--- config.mk ---
export PLATFORM = sky130hd
export DESIGN_NAME = multicycle_ctrl_flat
export DESIGN_NICKNAME = d
export VERILOG_FILES = /design/src/rtl/multicycle_ctrl_pkg.sv /design/src/rtl/multicycle_ctrl_if.sv /design/src/rtl/mctrl_wait_timer.sv /design/src/rtl/multicycle_ctrl.sv /design/src/flat_wrapper.sv
export SDC_FILE = /design/constraint.sdc
export NUM_CORES = 1
export LEC_CHECK = 0
export ABC_AREA = 1
export CAP_MARGIN = 5
export CORE_ASPECT_RATIO = 1.4
export CORE_MARGIN = 1
export CORE_UTILIZATION = 30
export CTS_BUF_LIST = sky130_fd_sc_hd__clkbuf_2 sky130_fd_sc_hd__clkbuf_4 sky130_fd_sc_hd__clkbuf_8
export DETAILED_ROUTE_END_ITERATION = 10
export PLACE_DENSITY = 0.73
export SYNTH_ARGS = -nofsm -noshare
export SYNTH_HDL_FRONTEND = slang
export SYNTH_SLANG_ARGS = --single-unit
--- constraint.sdc ---
create_clock -name clk -period 1.95 [get_ports clk]
set_input_delay 0.2925 -clock clk [delete_from_list [all_inputs] [get_ports clk]]
set_output_delay 0.2925 -clock clk [all_outputs]
set_load 0.01 [all_outputs]
--- src/rtl/multicycle_ctrl_pkg.sv ---
// Shared types for the multicycle sequencer:
// state encoding, next-PC selects and latched decode flags.
package mctrl_pkg;

    typedef enum logic [2:0] {
        ST_FETCH  = 3'd0,
        ST_DECODE = 3'd1,
        ST_EXEC   = 3'd2,
        ST_MEM    = 3'd3,
        ST_WB     = 3'd4,
        ST_ERR    = 3'd5
    } state_e;

    localparam logic [1:0] PCSEL_SEQ   = 2'd0;
    localparam logic [1:0] PCSEL_EXU   = 2'd1;
    localparam logic [1:0] PCSEL_MTVEC = 2'd2;
    localparam logic [1:0] PCSEL_MEPC  = 2'd3;

    typedef struct packed {
        logic mem_read;
        logic mem_write;
        logic reg_write;
        logic pc_write;
        logic is_ecall;
        logic is_mret;
        logic is_csr;
    } dec_flags_t;

    // Traps outrank returns, which outrank taken control flow.
    function automatic logic [1:0] f_pc_sel(
        input dec_flags_t f,
        input logic       taken
    );
        logic [1:0] sel;
        sel = PCSEL_SEQ;
        if (f.is_ecall)
            sel = PCSEL_MTVEC;
        else if (f.is_mret)
            sel = PCSEL_MEPC;
        else if (f.pc_write && taken)
            sel = PCSEL_EXU;
        return sel;
    endfunction

endpackage

--- src/rtl/multicycle_ctrl_if.sv ---
// Sequencer-facing bundle: IFU/IDU/EXU/LSU handshakes,
// write strobes, error flag, debug state and perf counters.
interface multicycle_ctrl_if;

    logic        ifu_req;
    logic        ifu_rvalid;
    logic        idu_valid;
    logic        dec_mem_read;
    logic        dec_mem_write;
    logic        dec_reg_write;
    logic        dec_pc_write;
    logic        dec_is_ecall;
    logic        dec_is_mret;
    logic        dec_is_csr;
    logic        exu_taken;
    logic        lsu_req;
    logic        lsu_wen;
    logic        lsu_rvalid;
    logic        rf_wen;
    logic        pc_wen;
    logic [1:0]  pc_sel;
    logic        csr_wen;
    logic        trap_ecall;
    logic        bus_err;
    logic [2:0]  state;
    logic [63:0] perf_cycles;
    logic [63:0] perf_instret;

    modport master (
        output ifu_req, idu_valid, lsu_req, lsu_wen,
        output rf_wen, pc_wen, pc_sel, csr_wen,
        output trap_ecall, bus_err, state,
        output perf_cycles, perf_instret,
        input  ifu_rvalid, lsu_rvalid, exu_taken,
        input  dec_mem_read, dec_mem_write,
        input  dec_reg_write, dec_pc_write,
        input  dec_is_ecall, dec_is_mret, dec_is_csr
    );

    modport slave (
        input  ifu_req, idu_valid, lsu_req, lsu_wen,
        input  rf_wen, pc_wen, pc_sel, csr_wen,
        input  trap_ecall, bus_err, state,
        input  perf_cycles, perf_instret,
        output ifu_rvalid, lsu_rvalid, exu_taken,
        output dec_mem_read, dec_mem_write,
        output dec_reg_write, dec_pc_write,
        output dec_is_ecall, dec_is_mret, dec_is_csr
    );

endinterface

--- src/rtl/mctrl_wait_timer.sv ---
// Wait-cycle counter shared by FETCH and MEM; o_hit flags
// the last permitted wait cycle. TIMEOUT=0 never hits.
module mctrl_wait_timer #(
    parameter int TIMEOUT = 255,
    parameter int CNT_W   = 8
) (
    input  logic clk,
    input  logic rst,
    input  logic i_clr,
    input  logic i_en,
    output logic o_hit
);

    logic [CNT_W-1:0] r_cnt;

    // Count waiting cycles; any state change restarts from zero.
    always_ff @(posedge clk) begin
        if (rst || i_clr)
            r_cnt <= '0;
        else if (i_en)
            r_cnt <= r_cnt + 1'b1;
    end

    generate
        if (TIMEOUT == 0) begin : g_off
            assign o_hit = 1'b0;
        end else begin : g_on
            assign o_hit = i_en &&
                (r_cnt == CNT_W'(TIMEOUT - 1));
        end
    endgenerate

endmodule

--- src/rtl/multicycle_ctrl.sv ---
// Multicycle core sequencer: FETCH/DECODE/EXEC/MEM/WB/ERR.
// Define MCTRL_PERF_EN to build the cycle/instret counters.
module multicycle_ctrl
    import mctrl_pkg::*;
#(
    parameter int TIMEOUT = 255,
    parameter int CNT_W   = 8
) (
    input  logic              clk,
    input  logic              rst,
    multicycle_ctrl_if.master bus
);

    state_e     r_state;
    state_e     w_next;
    dec_flags_t r_flags;
    logic       r_taken;
    logic       w_hit;
    logic       w_clr;
    logic       w_en;
    logic       w_mem;

    assign w_mem = r_flags.mem_read | r_flags.mem_write;
    assign w_en  = (r_state == ST_FETCH) |
                   (r_state == ST_MEM);
    assign w_clr = (w_next != r_state);

    mctrl_wait_timer #(
        .TIMEOUT (TIMEOUT),
        .CNT_W   (CNT_W)
    ) u_timer (
        .clk   (clk),
        .rst   (rst),
        .i_clr (w_clr),
        .i_en  (w_en),
        .o_hit (w_hit)
    );

    // State register.
    always_ff @(posedge clk) begin
        if (rst)
            r_state <= ST_FETCH;
        else
            r_state <= w_next;
    end

    // Capture decode flags in DECODE and branch outcome in EXEC.
    always_ff @(posedge clk) begin
        if (rst) begin
            r_flags <= '0;
            r_taken <= 1'b0;
        end else begin
            if (r_state == ST_DECODE) begin
                r_flags.mem_read  <= bus.dec_mem_read;
                r_flags.mem_write <= bus.dec_mem_write;
                r_flags.reg_write <= bus.dec_reg_write;
                r_flags.pc_write  <= bus.dec_pc_write;
                r_flags.is_ecall  <= bus.dec_is_ecall;
                r_flags.is_mret   <= bus.dec_is_mret;
                r_flags.is_csr    <= bus.dec_is_csr;
            end
            if (r_state == ST_EXEC)
                r_taken <= bus.exu_taken;
        end
    end

    // Next state; a response beats a same-cycle timeout.
    always_comb begin
        w_next = r_state;
        unique case (r_state)
            ST_FETCH: begin
                if (bus.ifu_rvalid)
                    w_next = ST_DECODE;
                else if (w_hit)
                    w_next = ST_ERR;
            end
            ST_DECODE: w_next = ST_EXEC;
            ST_EXEC:   w_next = w_mem ? ST_MEM : ST_WB;
            ST_MEM: begin
                if (bus.lsu_rvalid)
                    w_next = ST_WB;
                else if (w_hit)
                    w_next = ST_ERR;
            end
            ST_WB:     w_next = ST_FETCH;
            ST_ERR:    w_next = ST_ERR;
            default:   w_next = ST_FETCH;
        endcase
    end

    // Moore outputs; WB strobes come from the latched flags.
    always_comb begin
        bus.ifu_req    = 1'b0;
        bus.idu_valid  = 1'b0;
        bus.lsu_req    = 1'b0;
        bus.lsu_wen    = 1'b0;
        bus.rf_wen     = 1'b0;
        bus.pc_wen     = 1'b0;
        bus.pc_sel     = PCSEL_SEQ;
        bus.csr_wen    = 1'b0;
        bus.trap_ecall = 1'b0;
        bus.bus_err    = 1'b0;
        unique case (r_state)
            ST_FETCH:  bus.ifu_req   = 1'b1;
            ST_DECODE: bus.idu_valid = 1'b1;
            ST_MEM: begin
                bus.lsu_req = 1'b1;
                bus.lsu_wen = r_flags.mem_write;
            end
            ST_WB: begin
                bus.pc_wen     = 1'b1;
                bus.rf_wen     = r_flags.reg_write &
                                 ~r_flags.is_ecall &
                                 ~r_flags.is_mret;
                bus.csr_wen    = r_flags.is_csr;
                bus.trap_ecall = r_flags.is_ecall;
                bus.pc_sel     = f_pc_sel(r_flags, r_taken);
            end
            ST_ERR:    bus.bus_err = 1'b1;
            default: ;
        endcase
    end

    assign bus.state = r_state;

`ifdef MCTRL_PERF_EN
    logic [63:0] r_cycles;
    logic [63:0] r_instret;

    // Cycle and retire counters, frozen while in ERR.
    always_ff @(posedge clk) begin
        if (rst) begin
            r_cycles  <= '0;
            r_instret <= '0;
        end else if (r_state != ST_ERR) begin
            r_cycles <= r_cycles + 64'd1;
            if (r_state == ST_WB)
                r_instret <= r_instret + 64'd1;
        end
    end

    assign bus.perf_cycles  = r_cycles;
    assign bus.perf_instret = r_instret;
`else
    assign bus.perf_cycles  = 64'd0;
    assign bus.perf_instret = 64'd0;
`endif

endmodule

--- src/flat_wrapper.sv ---
// flat-port wrapper written by rule: the top's interface ports become plain ports
module multicycle_ctrl_flat import mctrl_pkg::*;
#(
    parameter int TIMEOUT = 255,
    parameter int CNT_W   = 8
)
  (clk, rst, bus_ifu_req, bus_idu_valid, bus_lsu_req, bus_lsu_wen, bus_rf_wen, bus_pc_wen, bus_pc_sel, bus_csr_wen, bus_trap_ecall, bus_bus_err, bus_state, bus_perf_cycles, bus_perf_instret, bus_ifu_rvalid, bus_lsu_rvalid, bus_exu_taken, bus_dec_mem_read, bus_dec_mem_write, bus_dec_reg_write, bus_dec_pc_write, bus_dec_is_ecall, bus_dec_is_mret, bus_dec_is_csr);
  multicycle_ctrl_if bus_i ();
  input  logic clk;
  input  logic rst;
  output wire logic [$bits(bus_i.ifu_req)-1:0] bus_ifu_req;
  output wire logic [$bits(bus_i.idu_valid)-1:0] bus_idu_valid;
  output wire logic [$bits(bus_i.lsu_req)-1:0] bus_lsu_req;
  output wire logic [$bits(bus_i.lsu_wen)-1:0] bus_lsu_wen;
  output wire logic [$bits(bus_i.rf_wen)-1:0] bus_rf_wen;
  output wire logic [$bits(bus_i.pc_wen)-1:0] bus_pc_wen;
  output wire logic [$bits(bus_i.pc_sel)-1:0] bus_pc_sel;
  output wire logic [$bits(bus_i.csr_wen)-1:0] bus_csr_wen;
  output wire logic [$bits(bus_i.trap_ecall)-1:0] bus_trap_ecall;
  output wire logic [$bits(bus_i.bus_err)-1:0] bus_bus_err;
  output wire logic [$bits(bus_i.state)-1:0] bus_state;
  output wire logic [$bits(bus_i.perf_cycles)-1:0] bus_perf_cycles;
  output wire logic [$bits(bus_i.perf_instret)-1:0] bus_perf_instret;
  input wire logic [$bits(bus_i.ifu_rvalid)-1:0] bus_ifu_rvalid;
  input wire logic [$bits(bus_i.lsu_rvalid)-1:0] bus_lsu_rvalid;
  input wire logic [$bits(bus_i.exu_taken)-1:0] bus_exu_taken;
  input wire logic [$bits(bus_i.dec_mem_read)-1:0] bus_dec_mem_read;
  input wire logic [$bits(bus_i.dec_mem_write)-1:0] bus_dec_mem_write;
  input wire logic [$bits(bus_i.dec_reg_write)-1:0] bus_dec_reg_write;
  input wire logic [$bits(bus_i.dec_pc_write)-1:0] bus_dec_pc_write;
  input wire logic [$bits(bus_i.dec_is_ecall)-1:0] bus_dec_is_ecall;
  input wire logic [$bits(bus_i.dec_is_mret)-1:0] bus_dec_is_mret;
  input wire logic [$bits(bus_i.dec_is_csr)-1:0] bus_dec_is_csr;
  assign bus_ifu_req = bus_i.ifu_req;
  assign bus_idu_valid = bus_i.idu_valid;
  assign bus_lsu_req = bus_i.lsu_req;
  assign bus_lsu_wen = bus_i.lsu_wen;
  assign bus_rf_wen = bus_i.rf_wen;
  assign bus_pc_wen = bus_i.pc_wen;
  assign bus_pc_sel = bus_i.pc_sel;
  assign bus_csr_wen = bus_i.csr_wen;
  assign bus_trap_ecall = bus_i.trap_ecall;
  assign bus_bus_err = bus_i.bus_err;
  assign bus_state = bus_i.state;
  assign bus_perf_cycles = bus_i.perf_cycles;
  assign bus_perf_instret = bus_i.perf_instret;
  assign bus_i.ifu_rvalid = bus_ifu_rvalid;
  assign bus_i.lsu_rvalid = bus_lsu_rvalid;
  assign bus_i.exu_taken = bus_exu_taken;
  assign bus_i.dec_mem_read = bus_dec_mem_read;
  assign bus_i.dec_mem_write = bus_dec_mem_write;
  assign bus_i.dec_reg_write = bus_dec_reg_write;
  assign bus_i.dec_pc_write = bus_dec_pc_write;
  assign bus_i.dec_is_ecall = bus_dec_is_ecall;
  assign bus_i.dec_is_mret = bus_dec_is_mret;
  assign bus_i.dec_is_csr = bus_dec_is_csr;
  multicycle_ctrl #(.TIMEOUT(TIMEOUT), .CNT_W(CNT_W)) u_core (.clk(clk), .rst(rst), .bus(bus_i));
endmodule
==> out/qor.csv, run 1 <==
stage,metric,value,unit
power_and_ir_drop,Flop pwr share,0.296,
clock_tree,clock-pin slew on the worst setup and hold paths,0.07,ns
power_and_ir_drop,Comb power frac,0.557,
timing,setup violators final,0,
synthesis,Post-synth top cells,"128 x buf_4, 30 x nor2_1, 24 x inv_1, 22 x nand2_1, 19 x dfxtp_1",
timing,total negative slack,0,ns
placement,I/O Buffers,25,
drt,Initial DRT Pass Iterations,4,
timing,Fin. Hold Viols,0,
worst_setup_path,crit path cell chain,"inv_2, or2_4, nor2_4, clkdlybuf4s50_1",
clock_tree,Post-CTS Setup Inserts,0,
worst_setup_path,"setup slack, reg-to-reg",0.50,ns
power_and_ir_drop,pwr/cell area,986,nW/um^2
synthesis,largest cells by area after synthesis,"buf_4 47%, dfxtp_1 19%, nor2_1 5.6%",
drt,DR DRC count,0,
cells_and_area,Area Overhead vs Synth,-2.72,%
cells_and_area,layout cells sized above 1,0.0932,
global_routing,GR Util All Layers,0.0854,
clock_tree,Max H-tree Level,1,
job,number of max-cap violations,0,
placement,final estimated routing congestion in global placement,0.749,
cells_and_area,area of the multi-input gates,1050,sq um
worst_setup_path,Worst setup SP type,register,
worst_setup_path,Slowest cell on crit path,clkdlybuf4s50_1,
floorplan,Die X,71.5,microns
cells_and_area,# diodes,0,
worst_setup_path,Critical Path RT,1.66,ns
timing,maximum clock rate,0.526,GHz
synthesis,Syn Inst Count,280,
clock_tree,Clock Latency Late Sink,0.25,ns
clock_tree,TritonCTS clock tree,done,
worst_setup_path,arrival time at the worst endpoint,1.61,ns
power_and_ir_drop,Leak Pwr,1.06,nW
cells_and_area,Nets,326,
worst_setup_path,critical path depth,4,
placement,HPWL Detailed,2600,microns
global_routing,first-pass GRT wire length,4680,microns
drt,drt wl/cell,8.08,microns
synthesis,cell area after synthesis,2030,sq um
power_and_ir_drop,Pint,0.00105,W
timing,Slew Limit Fails,0,
global_routing,initial antenna violation count,0,
power_and_ir_drop,Net Sw Frac,0.462,
worst_setup_path,type of the worst setup path,reg -> out,
synthesis,Post-synth EDFFs,0,
clock_tree,clk buf depth,2,
status,status,finished clean,
worst_setup_path,Critical path buffers and inverters,2,
power_and_ir_drop,Clk pwr share,0.147,
synthesis,Post-synth top flop,dfxtp_1,
synthesis,"Seq/Total Area, Yosys",0.188,
min_path,Worst Hold Class,reg -> reg,
worst_setup_path,Crit Path Max Fanout,4,
worst_setup_path,endpoint class of the critical path,output port,
floorplan,die area,7090,sq um
min_path,Worst Hold Depth,2,
timing,Worst Skew,0.000827,ns
cells_and_area,fillcell total,704,
worst_setup_path,largest stage delay on the critical path,0.54,ns
timing,final worst path period need,1.90,ns
power_and_ir_drop,sw power,0.000898,W
floorplan,Die Y,99.2,microns
worst_setup_path,Reg2Reg Depth,11,
floorplan,total core area,6570,sq um
synthesis,Synth Register Bits,19,
clock_tree,Root Driver,clkbuf_8,
floorplan,io pins,154,
clock_tree,CTS Buf Count,3,
synthesis,Yosys cell types,27,
synthesis,Mean Syn Cell Area,7.23,sq um
drt,Vias/cell,3.51,
synthesis,post-synth top area cell,buf_4,
timing,Min Hold Slack,0.460,ns
drt,DR iter-0 viols,62,
cells_and_area,register area,383,sq um
synthesis,Synth async-reset ratio,0,
global_routing,largest net degree at the start of global routing,13,
global_routing,vias in the first global route,1051,
timing,Final Cycle Share,0.976,
drt,ANT nets after route,0,
timing,RSZ-0062 raised after global routing,true,
synthesis,Synth Warn #,0,
synthesis,"count leader, synth",buf_4,
clock_tree,hold buffers post-CTS,0,
drt,via count,1351,
global_routing,gr ovfl total,0,
clock_tree,Num Clock Sinks,19,
synthesis,share of Yosys cell area claimed by the top area cell type,0.474,
worst_setup_path,CP top delay family,buffers and inverters,
power_and_ir_drop,Worst VDD drop,297,uV
drt,total wire length,3110,microns
floorplan,initial core utilization,0.308,
floorplan,row cnt,35,
## layout make-up
class	count	share of cell area
multi-input cells	231	0.535
flip-flops and latches	19	0.194
repair buffers	29	0.145
inverters	28	0.0533
well taps	74	0.0470
clock buffers	4	0.0248
## worst register-to-register path, delay by kind of cell (launching register included)
| family | cells | cell delay [ns] |
|---|---|---|
| fa+ha+maj | 1 | 0.20 |
| buf+inv | 2 | 0.12 |
| flops | 1 | 0.33 |
| simple gates | 8 | 0.75 |
## metal layers
| metal | global-route usage | up-vias | share of wire |
|---|---|---|---|
| met5 | 0 | - | 0 |
| met4 | 0.0302 | 0 | 0.013 |
| met3 | 0.0294 | 5 | 0.11 |
| met2 | 0.166 | 103 | 0.53 |
| met1 | 0.0811 | 585 | 0.34 |
| li1 | - | 658 | - |
## timing repair
item	CTS	global route
gates resized for setup	5	4
cloned	0	0
hold endpoints to repair	0	0
pin swaps	0	0
setup endpoints to repair	6	4
## power by group through the flow
stage	registers (W)	logic, W	clock network, W
6_report	0.000575	0.00108	0.000286
2_1_floorplan	0.000583	0.000898	0
3_5_place_dp	0.000572	0.00107	0
5_1_grt	0.000589	0.00122	0.000312
4_1_cts	0.000571	0.00109	0.000297
3_3_place_gp	0.000565	0.00107	0
## placed cells by master (no fill, tap or decap), drive strengths merged
cell             n
nand2           26
inv             27
o21bai           1
dfxtp           19
xor2             3
buf              4
dlymetal6s2s     3
clkinv           1
or2              1
nor2            35
nor3             1
o21ai           12
ha               2
conb           128
dlygate4sd2      1
xnor2            4
nor4             1
clkbuf           4
nand3            6
a21oi           11
clkdlybuf4s50   21
## per-stage QoR
stage	std cells	total power (W)	instance area [sq um]	utilization	setup WS [ns]
after floorplan	407	0.00148	2500	-	0.532
final	385	0.00194	1970	0.300	0.0473
after CTS	385	0.00196	1960	0.298	0.00627
after detailed placement	381	0.00165	1900	0.290	0.180
after global placement	381	0.00163	1900	0.290	0.206
after global routing	385	0.00212	1970	0.300	-0.0101
## worst paths after layout
kind                                 from                 endpoint
setup / recovery      u_core.bus.state[0]            bus_idu_valid
hold / removal             u_core.r_taken           u_core.r_taken
setup reg to reg  u_core.u_timer.r_cnt[0]  u_core.u_timer.r_cnt[3]
hold reg to reg            u_core.r_taken           u_core.r_taken
## cell families (layout without fill, tap and decap cells)
family | after synthesis | in the layout | share of synthesized area
simple gates | 70 | 70 | 0.174
flops | 19 | 19 | 0.188
buf+inv | 157 | 61 | 0.532
compound gates | 24 | 24 | 0.0624
xor+xnor | 7 | 7 | 0.0303
fa+ha+maj | 2 | 2 | 0.0124
other cells | 1 | 128 | 0.00185
## sequential cells by signal, indices dropped and copies added, names as in the netlist
signal,cells
u_core.r_taken,1
u_core.bus.state,3
u_core.r_flags,7
u_core.u_timer.r_cnt,8
No activity file was read; power rests on OpenSTA's default activity.
==> run 2, diff against run 1 <==
--- a/config.mk
+++ b/config.mk
@@ -15,4 +15,5 @@
 export PLACE_DENSITY = 0.73
 export SYNTH_ARGS = -nofsm -noshare
 export SYNTH_HDL_FRONTEND = slang
+export SYNTH_HIERARCHICAL = 1
 export SYNTH_SLANG_ARGS = --single-unit
==> run 2 against run 1 <==
  * The flow now finishes with violations (design-rule violations)
  * Sequential power down 25%
  * First-iteration DRC count grew 34%
  * Via count is 4.2% higher
  * Routed wire length up 2.0%
  * Maximum frequency rose by 0.38%
  * Setup slack improved by 0.0072 ns
  * Combinational power fell by 66%
  * Clock skew rose by 0.0033 ns
  * Area after synthesis is 1.1% lower
  * Register-to-register slack got worse by 0.39 ns
  * Critical path type unchanged
==> out/qor.csv, run 2 <==
stage,metric,value,unit,change
worst_setup_path,Worst setup SP type,register,,unchanged
clock_tree,Clock Latency Late Sink,0.26,ns,was 0.25 ns
cells_and_area,max FFs per register,8,,unchanged
placement,dpl cells,374,,was 381
timing,RSZ-0062 raised after global routing,true,,unchanged
synthesis,largest cells by area after synthesis,"buf_4 48%, dfxtp_1 19%, nand2_1 4.7%",,"was buf_4 47%, dfxtp_1 19%, nor2_1 5.6%"
floorplan,row cnt,34,,was 35
placement,dpl ws,-0.0592,ns,was 0.180 ns
clock_tree,TritonCTS clock tree,done,,unchanged
timing,Slew Limit Fails,0,,unchanged
worst_setup_path,Critical Path RT,1.66,ns,about the same
power_and_ir_drop,Net Sw Frac,0.368,,was 0.462
status,status,"complete, but fails checks",,was finished clean
floorplan,io pins,154,,unchanged
synthesis,Mean Syn Cell Area,7.34,sq um,was 7.23 sq um
cells_and_area,layout cells sized above 1,0.156,,was 0.0932
synthesis,xor/xnor share of the synthesized area,0,,was 0.0303
synthesis,main combinational cell family by area after synthesis,buffers and inverters,,unchanged
min_path,Worst Hold Class,reg -> reg,,unchanged
power_and_ir_drop,Pint,0.000694,W,was 0.00105 W
worst_setup_path,Slowest cell on crit path,clkdlybuf4s50_1,,unchanged
synthesis,Syn Inst Count,273,,was 280
timing,Fin. Hold Viols,0,,unchanged
synthesis,Post-synth top flop,dfxtp_1,,unchanged
worst_setup_path,critical path depth,5,,was 4
timing,total negative slack,0,ns,unchanged
clock_tree,clock-pin slew on the worst setup and hold paths,0.07,ns,about the same
drt,total wire length,3170,microns,was 3110 microns
worst_setup_path,Worst R2R Start,u_core/bus.state[1],,was u_core.u_timer.r_cnt[0]
worst_setup_path,Worst Setup SP,u_core/bus.state[1],,was u_core.bus.state[0]
worst_setup_path,worst flop-to-flop path endpoint,u_core/u_timer/r_cnt[3],,was u_core.u_timer.r_cnt[3]
synthesis,post-synth top area cell,buf_4,,unchanged
power_and_ir_drop,Flop pwr share,0.395,,was 0.296
synthesis,"count leader, synth",buf_4,,unchanged
clock_tree,Root Driver,clkbuf_8,,unchanged
worst_setup_path,"setup slack, reg-to-reg",0.11,ns,was 0.50 ns
placement,I/O Buffers,25,,unchanged
worst_setup_path,CP top delay family,buffers and inverters,,unchanged
timing,Final Cycle Share,0.972,,was 0.976
job,number of max-cap violations,0,,unchanged
cells_and_area,Nets,323,,was 326
status,failing checks,design-rule violations,,
floorplan,initial core utilization,0.316,,was 0.308
drt,via count,1408,,was 1351
timing,Final WS setup,0.0546,ns,was 0.0473 ns
synthesis,Post-synth top cells,"129 x buf_4, 25 x nand2_1, 21 x inv_1, 19 x dfxtp_1, 17 x nor2_1",,"was 128 x buf_4, 30 x nor2_1, 24 x inv_1, 22 x nand2_1, 19 x dfxtp_1"
timing,setup violators final,0,,unchanged
placement,final estimated routing congestion in global placement,0.882,,was 0.749
global_routing,GR Util All Layers,0.0883,,was 0.0854
cells_and_area,final instance area,2020,sq um,was 1970 sq um
timing,maximum clock rate,0.528,GHz,was 0.526 GHz
cells_and_area,register name with the most flops,u_core/u_timer/r_cnt,,was u_core.u_timer.r_cnt
cells_and_area,most frequent cells in the layout,"128 x conb_1, 21 x inv_1, 20 x clkdlybuf4s50_1, 20 x nand2_1, 16 x dfxtp_1",,"was 128 x conb_1, 29 x nor2_1, 24 x inv_1"
drt,Vias/cell,3.71,,was 3.51
worst_setup_path,crit path cell chain,"nor2_4, nand2_2, buf_4, inv_1, clkdlybuf4s50_1",,"was inv_2, or2_4, nor2_4, clkdlybuf4s50_1"
cells_and_area,Finished Core Util,0.319,,was 0.300
power_and_ir_drop,pwr/cell area,543,nW/um^2,was 986 nW/um^2
worst_setup_path,largest stage delay on the critical path,0.52,ns,was 0.54 ns
worst_setup_path,Crit Path Max Fanout,5,,was 4
synthesis,Simple-Gate Fraction of Synth Area,0.182,,was 0.174
cells_and_area,Area Overhead vs Synth,0.875,%,was -2.72%
global_routing,first-pass GRT wire length,4830,microns,was 4680 microns
placement,HPWL Detailed,2520,microns,was 2600 microns
cells_and_area,Non-Filler Instances,380,,was 385
power_and_ir_drop,Clk pwr share,0.269,,was 0.147
synthesis,"Seq/Total Area, Yosys",0.190,,was 0.188
synthesis,share of Yosys cell area claimed by the top area cell type,0.483,,was 0.474
worst_setup_path,Reg2Reg Depth,14,,was 11
floorplan,Die X,71.1,microns,was 71.5 microns
worst_setup_path,type of the worst setup path,reg -> out,,unchanged
synthesis,post-synthesis compound-gate area fraction,0.0787,,was 0.0624
synthesis,Synth async-reset ratio,0,,unchanged
timing,final worst path period need,1.90,ns,about the same
global_routing,largest net degree at the start of global routing,15,,was 13
synthesis,cell area after synthesis,2000,sq um,was 2030 sq um
synthesis,Post-synth EDFFs,0,,unchanged
synthesis,Synth Warn #,6,,was 0
synthesis,Yosys cell types,29,,was 27
power_and_ir_drop,sw power,0.000403,W,was 0.000898 W
power_and_ir_drop,Comb power frac,0.336,,was 0.557
placement,Placed Area,1900,sq um,about the same
power_and_ir_drop,Leak Pwr,1.10,nW,was 1.06 nW
synthesis,Synth Register Bits,19,,unchanged
drt,Initial DRT Pass Iterations,7,,was 4
power_and_ir_drop,Worst VDD drop,363,uV,was 297 uV
worst_setup_path,arrival time at the worst endpoint,1.60,ns,was 1.61 ns
synthesis,post-synthesis mux area share,0,,unchanged
worst_setup_path,Critical path buffers and inverters,3,,was 2
global_routing,vias in the first global route,1097,,was 1051
clock_tree,CTS Buf Count,3,,unchanged
floorplan,die area,7010,sq um,was 7090 sq um
global_routing,initial antenna violation count,0,,unchanged
clock_tree,Max H-tree Level,1,,unchanged
clock_tree,Num Clock Sinks,19,,unchanged
floorplan,Die Y,98.7,microns,was 99.2 microns
drt,DR DRC count,14,,was 0
worst_setup_path,endpoint class of the critical path,output port,,unchanged
global_routing,gr ovfl total,0,,unchanged
drt,drt wl/cell,8.35,microns,was 8.08 microns
clock_tree,clk buf depth,2,,unchanged
cells_and_area,# diodes,0,,unchanged
timing,Worst Skew,0.00416,ns,was 0.000827 ns
cells_and_area,"most common cell after layout, fill and taps aside",conb_1,,unchanged
synthesis,Synth Area in Adders,0.0125,,was 0.0124
drt,DR iter-0 viols,83,,was 62
drt,ANT nets after route,0,,unchanged
worst_setup_path,Critical Path End,bus_pc_wen,,was bus_idu_valid
floorplan,total core area,6340,sq um,was 6570 sq um
## run 2: cell types whose count changed after synthesis, sizes merged, moves of 2 or more
cell | before | now
xnor2 | 4 | 0
xor2 | 3 | 0
nor2 | 35 | 24
inv | 27 | 23
nand3 | 6 | 13
nand4 | 0 | 3
a211oi | 0 | 6
nor3 | 1 | 3
o21ai | 12 | 4
nand2 | 26 | 29
## run 2: cell families after synthesis
logic type,after synthesis
buffers and inverters,154
AND/OR/NAND/NOR,73
AO/OA/AOI/OAI,24
flip-flops,19
adder cells (fa/ha/maj),2
other,1
## run 2: timing repair
item	4_1_cts	5_1_grt
hold endpoints to repair	0	0
hold buffers	0	0
endpoints found under the setup margin	14	12
resized for setup	6	17
pin swaps	0	7
setup buffers	0	2
## run 2: how the worst min path moves through the flow
stage                                       start                      end  slack [ns]  cells after the start
after floorplan           u_core/u_timer/r_cnt[4]  u_core/u_timer/r_cnt[4]        0.44                      2
after global routing      u_core/u_timer/r_cnt[6]  u_core/u_timer/r_cnt[6]        0.49                      2
after detailed placement        u_core/r_flags[0]        u_core/r_flags[0]        0.46                      2
after CTS                       u_core/r_flags[0]        u_core/r_flags[0]        0.47                      2
final                           u_core/r_flags[0]        u_core/r_flags[0]        0.46                      2
after global placement    u_core/u_timer/r_cnt[4]  u_core/u_timer/r_cnt[4]        0.45                      2
## run 2: layout make-up
class                           count  area [sq um]
Clock buffer                        4          48.8
Fill cell                         678          4320
Inverter                           23          88.8
Multi-Input combinational cell    227          1080
Sequential cell                    19           387
Tap cell                           72          90.1
Timing Repair Buffer               35           330
## run 2: worst min-delay path, cell delays in order (launching register included)
cell	delay, ns
dfxtp_1	0.30
inv_1	0.06
a211oi_1	0.06
## run 2: per-stage QoR
step	power, W	hold slack (ns)
3_5_place_dp	0.000777	0.460
4_1_cts	0.00108	0.472
3_3_place_gp	0.000774	0.451
5_1_grt	0.00118	0.494
6_report	0.00110	0.464
2_1_floorplan	0.000877	0.437
## run 2: layer usage
layer  track usage  routed length (microns)  up-vias
met3        0.0204                      346        6
met2         0.159                     1640      125
met5             0                        0        -
met4        0.0492                       55        0
met1        0.0932                     1130      612
li1              -                        -      665
## run 2: power groups by stage
stage / sequential, W / combinational (W) / clock, W
floorplan: 0.000447 / 0.000430 / 0
global placement: 0.000439 / 0.000335 / 0
detailed placement: 0.000440 / 0.000337 / 0
CTS: 0.000433 / 0.000342 / 0.000305
global route: 0.000437 / 0.000412 / 0.000329
finish: 0.000434 / 0.000368 / 0.000295
